File: config.mk
export PLATFORM = sky130hd
export DESIGN_NAME = onehot_sel_seq
export DESIGN_NICKNAME = d
export VERILOG_FILES = /design/src/rtl/sel_pkg.sv /design/src/rtl/onehot_dec.sv /design/src/rtl/onehot_sel_seq.sv
export SDC_FILE = /design/constraint.sdc
export NUM_CORES = 1
export LEC_CHECK = 0
export ABC_AREA = 1
export BUFFER_PORTS_ARGS = -buffer_cell sky130_fd_sc_hd__buf_2
export CORE_AREA = 2 2 39 41
export CTS_BUF_LIST = sky130_fd_sc_hd__clkbuf_16
export CTS_CLUSTER_SIZE = 16
export DETAILED_ROUTE_END_ITERATION = 8
export DIE_AREA = 0 0 41 43
export PLACE_DENSITY = 0.47
export SETUP_SLACK_MARGIN = 0.3
export SYNTH_ARGS = -nofsm -noshare
export SYNTH_HDL_FRONTEND = slang
export SYNTH_SLANG_ARGS = --single-unit
File: constraint.sdc
create_clock -name clk -period 2.3 [get_ports clk]
set_input_delay 0.575 -clock clk [delete_from_list [all_inputs] [get_ports clk]]
set_output_delay 0.575 -clock clk [all_outputs]
set_load 0.01 [all_outputs]
File: src/rtl/sel_pkg.sv
// Shared constants and helpers for the one-hot select sequencer.
package sel_pkg;

  localparam logic DIR_UP   = 1'b0;
  localparam logic DIR_DOWN = 1'b1;

  localparam int unsigned MAX_SEL = 8;
  localparam int unsigned MAX_OUT = 1 << MAX_SEL;

  // One-hot vector with bit idx set; zero if idx falls outside width.
  function automatic logic [MAX_OUT-1:0] onehot(input logic [MAX_SEL-1:0] idx,
                                                input int unsigned width);
    logic [MAX_OUT-1:0] v;
    v = '0;
    if (32'(idx) < width) v[idx] = 1'b1;
    return v;
  endfunction

endpackage

File: src/rtl/onehot_dec.sv
// Combinational N-to-2^N one-hot decoder with enable.
module onehot_dec
  import sel_pkg::*;
#(
  parameter int unsigned SEL_WIDTH = 2
) (
  input  logic [SEL_WIDTH-1:0]      idx,
  input  logic                      en,
  output logic [(1<<SEL_WIDTH)-1:0] out_c
);

  localparam int unsigned OUT_COUNT = 1 << SEL_WIDTH;

  always_comb begin
    out_c = '0;
    if (en) out_c = OUT_COUNT'(onehot(MAX_SEL'(idx), OUT_COUNT));
  end

endmodule

File: src/rtl/onehot_sel_seq.sv
// Registered one-hot select: load/step (wrapping) index, held or strobed output,
// with a same-cycle output mask that leaves state untouched.
module onehot_sel_seq
  import sel_pkg::*;
#(
  parameter int unsigned SEL_WIDTH = 2,
  parameter int unsigned UUID      = 0,
  parameter string       NAME      = ""
) (
  input  logic                      clk,
  input  logic                      rst,
  input  logic [SEL_WIDTH-1:0]      sel,
  input  logic                      load,
  input  logic                      step,
  input  logic                      dir,
  input  logic                      pulse_mode,
  input  logic                      dis,
  output logic [(1<<SEL_WIDTH)-1:0] out,
  output logic [SEL_WIDTH-1:0]      index,
  output logic                      valid,
  output logic                      wrap
);

  if (SEL_WIDTH < 1 || SEL_WIDTH > MAX_SEL) begin : g_bad_width
    $error("onehot_sel_seq %s (uuid %0d): SEL_WIDTH out of range", NAME, UUID);
  end

  logic [SEL_WIDTH-1:0] cur_q, cur_d;
  logic                 active_q, active_d;
  logic                 wrap_q, wrap_d;

  // Next state: load beats step beats idle; an inactive step only re-arms.
  always_comb begin
    cur_d    = cur_q;
    active_d = active_q;
    wrap_d   = 1'b0;
    if (load) begin
      cur_d    = sel;
      active_d = 1'b1;
    end else if (step) begin
      active_d = 1'b1;
      if (active_q) begin
        if (dir == DIR_UP) begin
          cur_d  = cur_q + SEL_WIDTH'(1);
          wrap_d = &cur_q;
        end else begin
          cur_d  = cur_q - SEL_WIDTH'(1);
          wrap_d = ~|cur_q;
        end
      end
    end else if (pulse_mode) begin
      active_d = 1'b0;
    end
  end

  always_ff @(posedge clk) begin
    if (rst) begin
      cur_q    <= '0;
      active_q <= 1'b0;
      wrap_q   <= 1'b0;
    end else begin
      cur_q    <= cur_d;
      active_q <= active_d;
      wrap_q   <= wrap_d;
    end
  end

  // Mask is applied after the registers so it never disturbs sequencing.
  assign valid = active_q & ~dis;
  assign index = cur_q;
  assign wrap  = wrap_q;

  onehot_dec #(.SEL_WIDTH(SEL_WIDTH)) u_dec (
    .idx   (cur_q),
    .en    (valid),
    .out_c (out)
  );

endmodule

==> results.md <==
* Detailed Place HPWL at 512 um
* Via count at 313
* Worst-Margin Slew at 202 ps
* Share of layout cells above drive strength 1 at 33.3%
* Synthesized flop and latch total at 4
* Post-layout util at 30.3%
* Cts bufs inserted at 3
* Sum Neg Setup Slack at 0 ps
* Die extent in x at 41 um
* Maximum clock frequency at 564 MHz
* Cell variety after synth at 11
* GRT overflow at 0
* IO Pins at 17
* Cells after DPL at 73
* Syn Nets at 50
* R2r startpoint: index[0]
* Drt first pass iters at 4
* Post-route minimum period at 1770 ps
* Final Cycle Share at 77.1%
* XOR/XNOR Fraction of Synth Area at 0%
* Mapped Cells at 41
* Largest net degree at the start of global routing at 7
* Number of global-route vias before repair at 251
* Syn Area/Cell at 5.95 sq um
* Adder-cell share of the synthesized area at 0%
* Total GRT Usage at 8.03%
* Port bufs at 16
* Worst hold stages at 2
* Die area at 1760 sq um
* Unrepaired setup endpoints after global routing: no
* Worst Path Arrival at 1200 ps
* WL final at 592 um
* Worst Hold End: active_q
* Worst R2R Setup Slack at 1350 ps
* Post-CTS Setup Inserts at 0
* First-pass GRT wire length at 924 um
* Initial Util at 17.6%
* Worst skew pair latency at 220 ps
* Synth Area in Compound Gates at 10.3%
* Worst IR Drop VDD at 0.000759 V
* CTS hold repair buffers at 0
* Crit path required time at 1730 ps
* Final Max Tran Viols at 0
* End of the worst register-to-register path: index[1]
* Yosys warns at 0
* Crit path top cell by count: buf_2
* Global placement routability congestion at 0.671
* Remaining DRCs at 0
* Drt wl/cell at 7.79 um
* Ant. Diodes at 0
* Placed cell area at 344 sq um
* Total core area at 1380 sq um
* R2R cell count at 5
* Pwr/cell area at 920 nW/um^2
* Outcome: complete, no violations
* Tot Pwr at 386 uW
* Clock buffer depth at 2
* Reg clk slew, reported paths at 30 ps
* Post-layout nets at 71
* Simple-Gate Fraction of Synth Area at 46.2%
* Initial DRC count at 4
* Sequential-to-total area share from yosys stat at 32.8%
* Final Skew at 0.894 ps
* Largest family of logic cells by synthesized area: simple AND/OR/NAND/NOR gates
* # H-tree levels at 1
* Slowest library cell on the worst path: or2_4
* Post-synthesis instance area at 244 sq um
* Pleak at 0.000240 uW
* Max-Cap Viols at 0
* CP Max Fanout at 5
* Post-synth top area cell: dfxtp_1
* Largest stage delay, worst path at 260 ps
* Crit Path Category: in -> out
* Post-CTS resize count at 0
* Area delta synth->final at 71.8%
* Crit path cell chain: buf_2 > or2_4 > nor3_1 > buf_2
* Hold Crit Start: rst
* Post-route cell area at 419 sq um
* Antenna viol nets, final at 0
* Clock Tree Root: clkbuf_16
* Slew HR at 86.5%
* Min-Delay Path Class: in -> reg
* Die Span Y at 43 um
* CTS sink cnt at 4
* Routed vias/inst at 4.12
* Crit start category: input port
* Mux contribution to synthesized area at 0%
* CTS tree: done
* Top-area cell type share of the netlist area at 32.8%
* Final setup viols at 0
* Finished Layout Cells at 76
* Worst setup EP type: output port
* Top cells by area, synth: dfxtp_1, nand2_1, nand3_1
* Initial antenna violation count at 0
* Final hold violation count at 0
* Row Count at 14
-- layer usage --
metal | track usage [%] | share of wire [%] | routed length (um)
met5 | 0 | 0 | 0
met4 | 0 | 0 | 0
met3 | 7.85 | 12 | 72
met2 | 11.3 | 47 | 276
met1 | 9.32 | 41 | 242
-- flip-flops by register name, summed over array words and instances (netlist names) --
signal / count
index: 2
active_q: 1
wrap: 1
-- area by class of cell --
| class | instances | area [sq um] |
|---|---|---|
| well taps | 16 | 20.0 |
| fillers | 164 | 965 |
| clock buffers | 3 | 75.1 |
| flip-flops and latches | 4 | 80.1 |
| inverters | 7 | 26.3 |
| repair buffers | 16 | 80.1 |
| multi-input cells | 30 | 138 |
-- how the worst max path moves through the flow --
stage               cells after the start     end  startpoint
floorplan                               2  out[0]         dis
global placement                        4  out[3]         dis
detailed placement                      4  out[3]         dis
CTS                                     4  out[3]         dis
global route                            4  out[3]         dis
finish                                  4  out[3]         dis
-- metrics by stage --
stage               setup WS (ps)  hold slack (ps)
floorplan                     635              534
global placement              527              559
detailed placement            523              564
CTS                           524              522
global route                  496              530
finish                        527              524
-- cell families (layout without fill, tap and decap cells) --
family | after synthesis | count (layout)
compound gates | 4 | 4
buf+inv | 7 | 26
flops | 4 | 4
simple gates | 26 | 26
-- synthesized netlist by cell type --
cell type  number
nand2_1        12
inv_1           7
nand3_1         6
nor2_1          5
dfxtp_1         4
nor3_1          2
a21boi_0        1
a21oi_1         1
o21a_1          1
o21ai_0         1
or2_4           1
-- cell usage in the layout (no fill, tap or decap), drive strengths merged --
master	netlist	layout
o21a	1	1
buf	0	16
o21ai	1	1
a21oi	1	1
nand2	12	12
inv	7	7
nor2	5	5
nor3	2	2
nand3	6	6
a21boi	1	1
clkbuf	0	3
dfxtp	4	4
or2	1	1
-- worst max-delay path, delay by kind of cell --
family,cells,cell delay [ps]
and+or+nand+nor,2,380
buffers and inverters,2,240
-- where the power goes --
part,switching (uW),leakage (uW),internal [uW]
clock network,44.3,0.0000370,222
registers,4.96,0.0000331,74.1
logic,22.6,0.000170,18.0
total,71.9,0.000240,314
(Power assumes the default switching activity.)
